[config.mk]
export PLATFORM = sky130hd
export DESIGN_NAME = platformniosci_onchip_mem_mover
export DESIGN_NICKNAME = d
export VERILOG_FILES = /design/src/rtl/platformniosci_mem_mover_pkg.sv /design/src/rtl/platformniosci_onchip_mem_mover.sv
export SDC_FILE = /design/constraint.sdc
export NUM_CORES = 1
export LEC_CHECK = 0
export ABC_AREA = 1
export CAP_MARGIN = 20
export CORE_ASPECT_RATIO = 1.25
export CORE_MARGIN = 2
export CORE_UTILIZATION = 49
export DETAILED_ROUTE_END_ITERATION = 7
export PLACE_DENSITY_LB_ADDON = 0.05
export SKIP_CTS_REPAIR_TIMING = 1
export SLEW_MARGIN = 25
export SYNTH_ARGS = -nofsm -noshare
export SYNTH_HDL_FRONTEND = slang
export SYNTH_SLANG_ARGS = --single-unit
[constraint.sdc]
create_clock -name clk -period 2 [get_ports clk]
set_clock_uncertainty 0.1 [all_clocks]
set_input_delay 0.2 -clock clk [delete_from_list [all_inputs] [get_ports clk]]
set_output_delay 0.2 -clock clk [all_outputs]
set_load 0.02 [all_outputs]
[src/rtl/platformniosci_mem_mover_pkg.sv]
// Shared types and defaults for the on-chip RAM fill/copy engine.
package platformniosci_mem_mover_pkg;

  localparam int DEF_ADDR_W = 13;
  localparam int DEF_DATA_W = 32;
  localparam int DEF_RD_LAT = 1;
  localparam int DEF_LEN_W  = 14;

  localparam logic OP_FILL = 1'b0;
  localparam logic OP_COPY = 1'b1;

  typedef enum logic [2:0] {
    IDLE    = 3'd0,
    FILL_WR = 3'd1,
    CP_RD   = 3'd2,
    CP_WAIT = 3'd3,
    CP_WR   = 3'd4,
    FIN     = 3'd5
  } state_t;

endpackage

[src/rtl/platformniosci_onchip_mem_mover.sv]
// Avalon-MM master that fills or copies word ranges in the single-port
// on-chip RAM. One command at a time; the RAM has fixed read latency and
// no waitrequest, so every bus cycle completes in the cycle it is driven.
// Optional feature: define MEM_MOVER_CHECKSUM_EN to add a running sum of
// all written words on the checksum output.
module platformniosci_onchip_mem_mover
  import platformniosci_mem_mover_pkg::*;
#(
  parameter int ADDR_W = DEF_ADDR_W,
  parameter int DATA_W = DEF_DATA_W,
  parameter int RD_LAT = DEF_RD_LAT,
  parameter int LEN_W  = DEF_LEN_W
) (
  input  logic                clk,
  input  logic                reset_n,
  input  logic                cmd_valid,
  output logic                cmd_ready,
  input  logic                cmd_op,
  input  logic [ADDR_W-1:0]   cmd_src,
  input  logic [ADDR_W-1:0]   cmd_dst,
  input  logic [LEN_W-1:0]    cmd_len,
  input  logic [DATA_W-1:0]   cmd_pattern,
  input  logic                cmd_abort,
  output logic                busy,
  output logic                done,
  output logic                aborted,
  output logic [ADDR_W-1:0]   m_address,
  output logic                m_chipselect,
  output logic                m_write,
  output logic [DATA_W/8-1:0] m_byteenable,
  output logic [DATA_W-1:0]   m_writedata,
  output logic                m_clken,
  input  logic [DATA_W-1:0]   m_readdata
`ifdef MEM_MOVER_CHECKSUM_EN
  ,
  output logic [DATA_W-1:0]   checksum
`endif
);

  // Wait counter spans the RD_LAT cycles between read issue and capture.
  localparam int WAIT_W = (RD_LAT > 1) ? $clog2(RD_LAT) : 1;
  localparam logic [WAIT_W-1:0] WAIT_LAST = WAIT_W'(RD_LAT - 1);

  state_t              state_reg;
  state_t              state_next;
  logic [ADDR_W-1:0]   src_reg;
  logic [ADDR_W-1:0]   dst_reg;
  logic [LEN_W-1:0]    rem_reg;
  logic [DATA_W-1:0]   pattern_reg;
  logic [DATA_W-1:0]   data_reg;
  logic [WAIT_W-1:0]   wait_reg;
  logic                aborted_reg;
  logic [ADDR_W-1:0]   last_addr_reg;
  logic                accept;
  logic                abort_take;
  logic                last_word;

  assign accept     = cmd_valid && (state_reg == IDLE);
  // FIN always returns to IDLE, so abort only matters in the working states.
  assign abort_take = cmd_abort && (state_reg inside {FILL_WR, CP_RD, CP_WAIT, CP_WR});
  assign last_word  = (rem_reg == LEN_W'(1));

  assign cmd_ready    = (state_reg == IDLE);
  assign busy         = (state_reg != IDLE);
  assign done         = (state_reg == FIN);
  assign aborted      = (state_reg == FIN) && aborted_reg;
  assign m_byteenable = '1;
  assign m_clken      = reset_n;

  // State register.
  always_ff @(posedge clk) begin
    if (!reset_n) begin
      state_reg <= IDLE;
    end else begin
      state_reg <= state_next;
    end
  end

  // Next-state and bus outputs; the address parks on its last value when idle.
  always_comb begin
    state_next   = state_reg;
    m_chipselect = 1'b0;
    m_write      = 1'b0;
    m_address    = last_addr_reg;
    m_writedata  = '0;
    case (state_reg)
      IDLE: begin
        if (accept) begin
          if (cmd_len == '0) begin
            state_next = FIN;
          end else if (cmd_op == OP_COPY) begin
            state_next = CP_RD;
          end else begin
            state_next = FILL_WR;
          end
        end
      end
      FILL_WR: begin
        m_chipselect = 1'b1;
        m_write      = 1'b1;
        m_address    = dst_reg;
        m_writedata  = pattern_reg;
        if (last_word) begin
          state_next = FIN;
        end
      end
      CP_RD: begin
        m_chipselect = 1'b1;
        m_address    = src_reg;
        state_next   = CP_WAIT;
      end
      CP_WAIT: begin
        if (wait_reg == WAIT_LAST) begin
          state_next = CP_WR;
        end
      end
      CP_WR: begin
        m_chipselect = 1'b1;
        m_write      = 1'b1;
        m_address    = dst_reg;
        m_writedata  = data_reg;
        state_next   = last_word ? FIN : CP_RD;
      end
      FIN: begin
        state_next = IDLE;
      end
      default: begin
        state_next = IDLE;
      end
    endcase
    // Abort wins even over a final write; the write driven this cycle still lands.
    if (abort_take) begin
      state_next = FIN;
    end
  end

  // Address/count datapath, read capture and abort flag.
  always_ff @(posedge clk) begin
    if (!reset_n) begin
      src_reg       <= '0;
      dst_reg       <= '0;
      rem_reg       <= '0;
      pattern_reg   <= '0;
      data_reg      <= '0;
      wait_reg      <= '0;
      aborted_reg   <= 1'b0;
      last_addr_reg <= '0;
    end else begin
      if (m_chipselect) begin
        last_addr_reg <= m_address;
      end
      if (abort_take) begin
        aborted_reg <= 1'b1;
      end
      case (state_reg)
        IDLE: begin
          if (accept) begin
            src_reg     <= cmd_src;
            dst_reg     <= cmd_dst;
            rem_reg     <= cmd_len;
            pattern_reg <= cmd_pattern;
            wait_reg    <= '0;
            aborted_reg <= 1'b0;
          end
        end
        FILL_WR, CP_WR: begin
          dst_reg <= dst_reg + ADDR_W'(1);
          rem_reg <= rem_reg - LEN_W'(1);
        end
        CP_RD: begin
          src_reg  <= src_reg + ADDR_W'(1);
          wait_reg <= '0;
        end
        CP_WAIT: begin
          wait_reg <= wait_reg + WAIT_W'(1);
          if (wait_reg == WAIT_LAST) begin
            data_reg <= m_readdata;
          end
        end
        default: begin
        end
      endcase
    end
  end

`ifdef MEM_MOVER_CHECKSUM_EN
  logic [DATA_W-1:0] checksum_reg;

  assign checksum = checksum_reg;

  // Running sum of written words; cleared on accept (accept never overlaps a write).
  always_ff @(posedge clk) begin
    if (!reset_n) begin
      checksum_reg <= '0;
    end else if (accept) begin
      checksum_reg <= '0;
    end else if (m_write) begin
      checksum_reg <= checksum_reg + m_writedata;
    end
  end
`endif

endmodule

==> flow_summary.ini, run 1 <==
[place]
placement.io_buffers = 160
detailed_place_hpwl_mm = 12.37
gp_weighted_congestion = 0.8726
dp_cell_count = 1272
pre_cts_ws_ns = -0.1255
detailed_place.area_mm2 = 0.008148

[yosys]
synth.area.top_cells = sky130_fd_sc_hd__dfxtp_1 39%, sky130_fd_sc_hd__o21ai_0 11%, sky130_fd_sc_hd__nand2_1 10%
synth_top_cell_by_area = sky130_fd_sc_hd__dfxtp_1
synthDistinctLibCells = 36
synth-async-reset-ratio = 0
ys_top_cells_by_count = 167 x sky130_fd_sc_hd__nand2_1, 164 x sky130_fd_sc_hd__nor2_1, 134 x sky130_fd_sc_hd__o21ai_0
post_synth_adder_cell_area = 0.008076
number_of_enable_type_register_cells_in_the_synthesized_netlist = 0
muxShareOfSynthArea = 0
syn_avg_cell_area_um2 = 6.530
dominantRegCellSynth = sky130_fd_sc_hd__dfxtp_1
synthMostInstantiatedCell = sky130_fd_sc_hd__nand2_1
synth_simple_gate_area_share = 0.2742
synth_xor_area_frac = 0.008480
synth_top_area_frac = 0.3941
syn-instance-count = 949
synth.ff_latch_count = 122
synth_compound_gate_area_share = 0.2045
synth_area_mm2 = 0.006197
ys.warnings.count = 0
ys_seq_area_frac = 0.3941
largest_family_of_logic_cells_by_synthesized_area = simple AND/OR/NAND/NOR gates

[floorplan]
start_util = 0.5049
die_height_um = 129.7
placeableCoreArea_mm2 = 0.01227
dieArea_mm2 = 0.01357
std_cell_rows = 45
io-pin-count = 165
die_w_um = 104.6

[drt]
antenna_violating_nets_post_route = 0
total_iterations_of_the_first_detailed_routing_run = 7
post-route-drc-count = 0
avgRoutedWirePerCell_um = 14.46
avgViaCountPerCell = 5.232
detailroute.via_count = 6906
totalWireLength_mm = 19.09
drt-initial-drc-count = 321

[status]
status = finished with violations
violations = negative setup slack

[power_and_ir_drop]
power.share.switching = 0.4077
power_per_cell_area_mw_per_mm2 = 1565
comb_power_share = 0.517
p_leak_uw = 0.004078
seqPwrFrac = 0.250
p_sw_uw = 5902
peakVddDrop_uv = 945.3
clock_power_share = 0.233
cell_internal_pwr_uw = 8574

[worst_setup_path]
required_ns = 1.70
critPathLaunchType = flop
timing.critical_path.arrival_ns = 1.80
timing.reg2reg.worst_path_depth = 11
critical_path_sink_type = output pin
crit_type = flop to output pin
worst-path-max-fanout = 5

[timing]
worst_slew_margin_rel = 0.6324
final-hold-violation-count = 0
fin_worst_hold_slack_ns = 0.2204
timing_max_transition_violations_final = 0
transition_time_at_the_pin_with_the_least_slew_margin_ns = 0.5514
fin_crit_sh = 1.048
fin_ws_ns = -0.09575
final_period_demand_of_the_worst_path_ns = 2.096
clock.fmax_ghz = 0.4772
setup_viol_count_final = 40
rsz0062_at_grt = yes

[finish]
n_antenna_cell = 0
layoutNonFillerInstCount = 1320
final_nets = 1257
fillers = 1000
layout.area.seq_mm2 = 0.002449
total_area_of_multi_input_combinational_cells_mm2 = 0.003303
fraction_of_layout_cells_with_a_size_suffix_above_1 = 0.1843
final_design_area_no_fill_mm2 = 0.009249
synthToLayoutAreaGrowth_pct = 49.24

[clocking]
clock_tree_from_tritoncts = done
number_of_buffers_between_clock_root_and_the_deepest_sink = 2
clockRootBuffer = sky130_fd_sc_hd__clkbuf_16
clkLatencyLatePin_ns = 0.42
cts_made_buffers = 17
htreeDepth = 4
clk_pin_slew_ns = 0.05
clock_sinks = 122

[global_routing]
grt_first_pass_wirelength_mm = 29.26
maximum_number_of_pins_on_one_net_before_global_route_repair = 65
global_route.overflow_total = 0
grtUsageTotal = 0.2682
initial_antenna_violation_count = 0
first_global_vias = 6336

[worst_hold_path]
timing.hold.worst_path_depth = 4
holdCritPathClass = input port to flop

[flow_run]
timing.max_cap.violations = 0
## area by class of cell
type | count | share of cell area
multi-input combinational | 665 | 0.3571
inverter | 111 | 0.04694
clock inverter | 12 | 0.02124
timing repair buffer | 227 | 0.2388
tap | 164 | 0.02219
sequential | 122 | 0.2647
clock buffer | 19 | 0.04897
## layer usage
metal | vias to the layer above | part of all wire | global-route usage
met1 | 3163 | 0.40 | 0.3021
met4 | 0 | 0.030 | 0.1137
li1 | 3449 | - | -
met5 | - | 0 | 0
met2 | 246 | 0.50 | 0.4802
met3 | 48 | 0.068 | 0.07443
## placed cells by master (no fill, tap or decap), types with 5 or more instances in the layout
cell                              synthesis  routed
sky130_fd_sc_hd__a21oi_1                 74      74
sky130_fd_sc_hd__a31oi_1                 11      11
sky130_fd_sc_hd__buf_4                    6      69
sky130_fd_sc_hd__buf_6                    3      35
sky130_fd_sc_hd__bufinv_16                0       5
sky130_fd_sc_hd__clkbuf_16                0      19
sky130_fd_sc_hd__clkdlybuf4s50_1          0     108
sky130_fd_sc_hd__dfxtp_1                122     119
sky130_fd_sc_hd__inv_1                  104     102
sky130_fd_sc_hd__inv_4                    0       5
sky130_fd_sc_hd__nand2_1                167     156
sky130_fd_sc_hd__nand2_2                  3       8
sky130_fd_sc_hd__nand2_4                  1       7
sky130_fd_sc_hd__nand3_1                 42      37
sky130_fd_sc_hd__nand4_1                  8       8
sky130_fd_sc_hd__nor2_1                 164     159
sky130_fd_sc_hd__nor2_2                   2       6
sky130_fd_sc_hd__nor2_4                   4       5
sky130_fd_sc_hd__nor3_1                  11       7
sky130_fd_sc_hd__o211ai_1                10      10
sky130_fd_sc_hd__o21ai_0                134     102
sky130_fd_sc_hd__o21ai_1                  4      19
sky130_fd_sc_hd__o21ai_2                  1      17
sky130_fd_sc_hd__xor2_1                   5       5
## critical path: stages (launching register included)
cell                       delay, ns
sky130_fd_sc_hd__dfxtp_2        0.34
sky130_fd_sc_hd__inv_2          0.06
sky130_fd_sc_hd__nand2_4        0.07
sky130_fd_sc_hd__nor2_4         0.05
sky130_fd_sc_hd__inv_4          0.06
sky130_fd_sc_hd__nand2_4        0.06
sky130_fd_sc_hd__nor2_4         0.17
sky130_fd_sc_hd__inv_4          0.08
sky130_fd_sc_hd__nor2_1         0.18
sky130_fd_sc_hd__nor3_2         0.07
sky130_fd_sc_hd__inv_1          0.07
sky130_fd_sc_hd__clkbuf_2       0.16
## power by group through the flow
stage | sequential (uW) | clock (uW) | combinational [uW]
after floorplan | 3510 | 0 | 4100
after global placement | 3600 | 0 | 6260
after detailed placement | 3610 | 0 | 6330
after CTS | 3570 | 3400 | 6370
after global routing | 3690 | 3500 | 8210
final | 3620 | 3370 | 7480
## per-stage QoR
| stage | util | total power [uW] | TNS, ns |
|---|---|---|---|
| floorplan | - | 7614 | 0 |
| global placement | 0.6638 | 9862 | -1.347 |
| detailed placement | 0.6638 | 9940 | -3.026 |
| CTS | 0.7167 | 13350 | -25.35 |
| global route | 0.7535 | 15400 | -4.656 |
| finish | 0.7535 | 14480 | -1.354 |
## kinds of logic after synthesis
family                     Yosys count
adders and majority gates            4
buffers and inverters              165
other                                1
xor gates and xnor gates             6
and+or+nand+nor                    410
DFF                                122
AOI/OAI and AO/OA                  241
## worst paths after layout
path,startpoint,end,slack (ns)
max,state_reg[1],m_address[7],-0.1
min,reset_n,pattern_reg[17],0.22
max reg2reg,state_reg[0],dst_reg[10],0.09
min reg2reg,pattern_reg[31],pattern_reg[31],0.35
(Power assumes the default switching activity.)
==> inputs of run 2 (changes only) <==
- ABC_AREA: 1 -> 0
- CORE_UTILIZATION: 49 -> 60
- DONT_BUFFER_PORTS: unset -> 1
==> flow_summary.ini, run 2 <==
[status]
status = finished with violations
violations = negative hold slack, negative setup slack

[yosys]
ys_top_cells_by_count = 156 x sky130_fd_sc_hd__nand2_1, 122 x sky130_fd_sc_hd__dfxtp_1, 94 x sky130_fd_sc_hd__a21oi_1
synthDistinctLibCells = 71
syn-instance-count = 781
synth_top_cell_by_area = sky130_fd_sc_hd__dfxtp_1
number_of_enable_type_register_cells_in_the_synthesized_netlist = 0
synthMostInstantiatedCell = sky130_fd_sc_hd__nand2_1
ys.warnings.count = 0
synth.area.top_cells = sky130_fd_sc_hd__dfxtp_1 39%, sky130_fd_sc_hd__nand2_1 9.4%, sky130_fd_sc_hd__a21oi_1 7.5%
dominantRegCellSynth = sky130_fd_sc_hd__dfxtp_1
ys_seq_area_frac = 0.3917
synth.ff_latch_count = 122
synth_top_area_frac = 0.3917
syn_avg_cell_area_um2 = 7.985
synth-async-reset-ratio = 0
synth_area_mm2 = 0.006236

[floorplan]
die_height_um = 118.0
dieArea_mm2 = 0.01123
start_util = 0.6171
die_w_um = 95.19
placeableCoreArea_mm2 = 0.01011
io-pin-count = 165
std_cell_rows = 41

[worst_setup_path]
cp.depth = 6
worst_path_largest_cell_delay_ns = 0.38
timing.reg2reg.worst_path_depth = 4
crit_type = flop to output pin
critical_path.cell_chain = buf_6 > nor3b_4 > a21oi_2 > buf_6 > a221o_1 > buf_6
critical_path_sink_type = output pin
timing.critical_path.slowest_stage_cell = sky130_fd_sc_hd__dfxtp_4
setup.worst_path.start = state_reg[0]
timing.critical_path.arrival_ns = 1.93
worst-path-max-fanout = 6
worstPathBufferInverterCount = 3
r2r-end = state_reg[2]
required_ns = 1.70
crit-reg2reg-launch = rem_reg[5]
worst_path_dominant_cell_family = compound AO/OA/AOI/OAI gates
critPathLaunchType = flop
crit_end = m_address[11]
timing.critical_path.mode_cell = sky130_fd_sc_hd__buf_6
reg2reg_slack_ns = 0.03

[drt]
avgRoutedWirePerCell_um = 21.55
dr.max_layer_used = met4
routedLengthMet1_mm = 8.187
avgViaCountPerCell = 6.727
route.met2.wl_mm = 11.58
dr_wl_met3_mm = 2.282
totalWireLength_mm = 23.10
antenna_violating_nets_post_route = 0
detailroute.via_count = 7211
drt-initial-drc-count = 678
post-route-drc-count = 0
total_iterations_of_the_first_detailed_routing_run = 6

[finish]
layout.area.seq_mm2 = 0.002451
final_design_area_no_fill_mm2 = 0.008758
layout_commonest_cell = sky130_fd_sc_hd__nand2_1
synthToLayoutAreaGrowth_pct = 40.45
n_antenna_cell = 0
layout_common_cells = 156 x sky130_fd_sc_hd__nand2_1, 119 x sky130_fd_sc_hd__dfxtp_1, 93 x sky130_fd_sc_hd__a21oi_1, 90 x sky130_fd_sc_hd__dlygate4sd3_1, 78 x sky130_fd_sc_hd__buf_4
fillers = 520
layoutNonFillerInstCount = 1072
final_nets = 1044
utilization_of_the_core_after_routing = 0.8667
fraction_of_layout_cells_with_a_size_suffix_above_1 = 0.2131
total_area_of_multi_input_combinational_cells_mm2 = 0.003633

[worst_hold_path]
holdCritPathClass = input port to flop
worst_hold_startpoint = cmd_len[0]

[timing]
setup_viol_count_final = 46
fin_worst_hold_slack_ns = -0.03682
rsz0062_at_grt = yes
final_period_demand_of_the_worst_path_ns = 2.229
final-hold-violation-count = 6
fin_crit_sh = 1.114
fin_ws_ns = -0.2288
timing_max_transition_violations_final = 0
clock.fmax_ghz = 0.4487

[place]
gp_weighted_congestion = 0.9077
dp_cell_count = 932
placement.io_buffers = 0
detailed_place.area_mm2 = 0.006838
detailed_place_hpwl_mm = 12.83

[power_and_ir_drop]
comb_power_share = 0.518
cell_internal_pwr_uw = 7922
power_per_cell_area_mw_per_mm2 = 1578
p_leak_uw = 0.003416
p_sw_uw = 5897
clock_power_share = 0.213
seqPwrFrac = 0.269
peakVddDrop_uv = 916.5
power.share.switching = 0.4267

[global_routing]
grtUsageTotal = 0.3233
global_route.overflow_total = 0
first_global_vias = 6116
grt_first_pass_wirelength_mm = 28.98
initial_antenna_violation_count = 0
maximum_number_of_pins_on_one_net_before_global_route_repair = 54

[clocking]
htreeDepth = 4
number_of_buffers_between_clock_root_and_the_deepest_sink = 2
clk_pin_slew_ns = 0.06
cts_made_buffers = 17
clockRootBuffer = sky130_fd_sc_hd__clkbuf_16
clock_sinks = 122
clock_tree_from_tritoncts = done
clkLatencyLatePin_ns = 0.42

[flow_run]
timing.max_cap.violations = 0
[run 2: per-layer routing]
layer | vias up | GRT usage
li1 | 3164 | -
met1 | 3369 | 0.3757
met2 | 562 | 0.5528
met3 | 116 | 0.08515
met4 | 0 | 0.1304
met5 | - | 0
[run 2: worst register-to-register path, stage by stage, from the launching register on]
cell and delay [ns]:
sky130_fd_sc_hd__dfxtp_1 0.41, sky130_fd_sc_hd__nor4_4 0.44, sky130_fd_sc_hd__nand4_1 0.29, sky130_fd_sc_hd__a32o_1 0.34, sky130_fd_sc_hd__a211oi_1 0.26
[run 2: kinds of logic (layout without fill, tap and decap cells)]
family                     count (synthesis)  in the layout  synth area share
xor gates and xnor gates                   3              3          0.007224
other                                      1              4         0.0006013
and+or+nand+nor                          295            295            0.2275
adders and majority gates                  4              4          0.008026
DFF                                      122            122            0.3917
AOI/OAI and AO/OA                        266            266            0.2901
muxes                                      6              6          0.009631
buffers and inverters                     84            243           0.06521
[run 2: how the worst min path moves through the flow]
stage	to	slack (ns)	cells past startpoint
floorplan	data_reg[0]	0.24	2
global placement	rem_reg[4]	0.23	1
detailed placement	rem_reg[12]	0.23	1
CTS	data_reg[28]	-0.19	2
global route	src_reg[12]	0.003	2
finish	rem_reg[0]	-0.04	2
[run 2: final cells by class]
| type | count | area share |
|---|---|---|
| clock buffers | 19 | 0.05057 |
| clock inverters | 12 | 0.01357 |
| inverters | 16 | 0.008000 |
| multi-input cells | 578 | 0.4149 |
| flip-flops and latches | 122 | 0.2799 |
| well taps | 129 | 0.01843 |
| repair buffers | 195 | 0.2139 |
| repair inverters | 1 | 0.0008571 |
[run 2: power by group through the flow]
stage	registers, uW	logic [uW]	clock network (uW)
2_1_floorplan	3490	3990	0
3_3_place_gp	3630	5860	0
3_5_place_dp	3660	5980	0
4_1_cts	3620	6020	2930
5_1_grt	3770	7590	3060
6_report	3720	7160	2940
[run 2: through the flow]
stage / TNS (ns) / setup WS (ns) / total power, uW
detailed placement: -0.001757 / -0.001757 / 9642
CTS: -16.30 / -0.3885 / 12560
finish: -6.589 / -0.2288 / 13820
floorplan: 0 / 0.01111 / 7482
global placement: 0 / 0.05106 / 9483
global route: -9.356 / -0.2654 / 14410
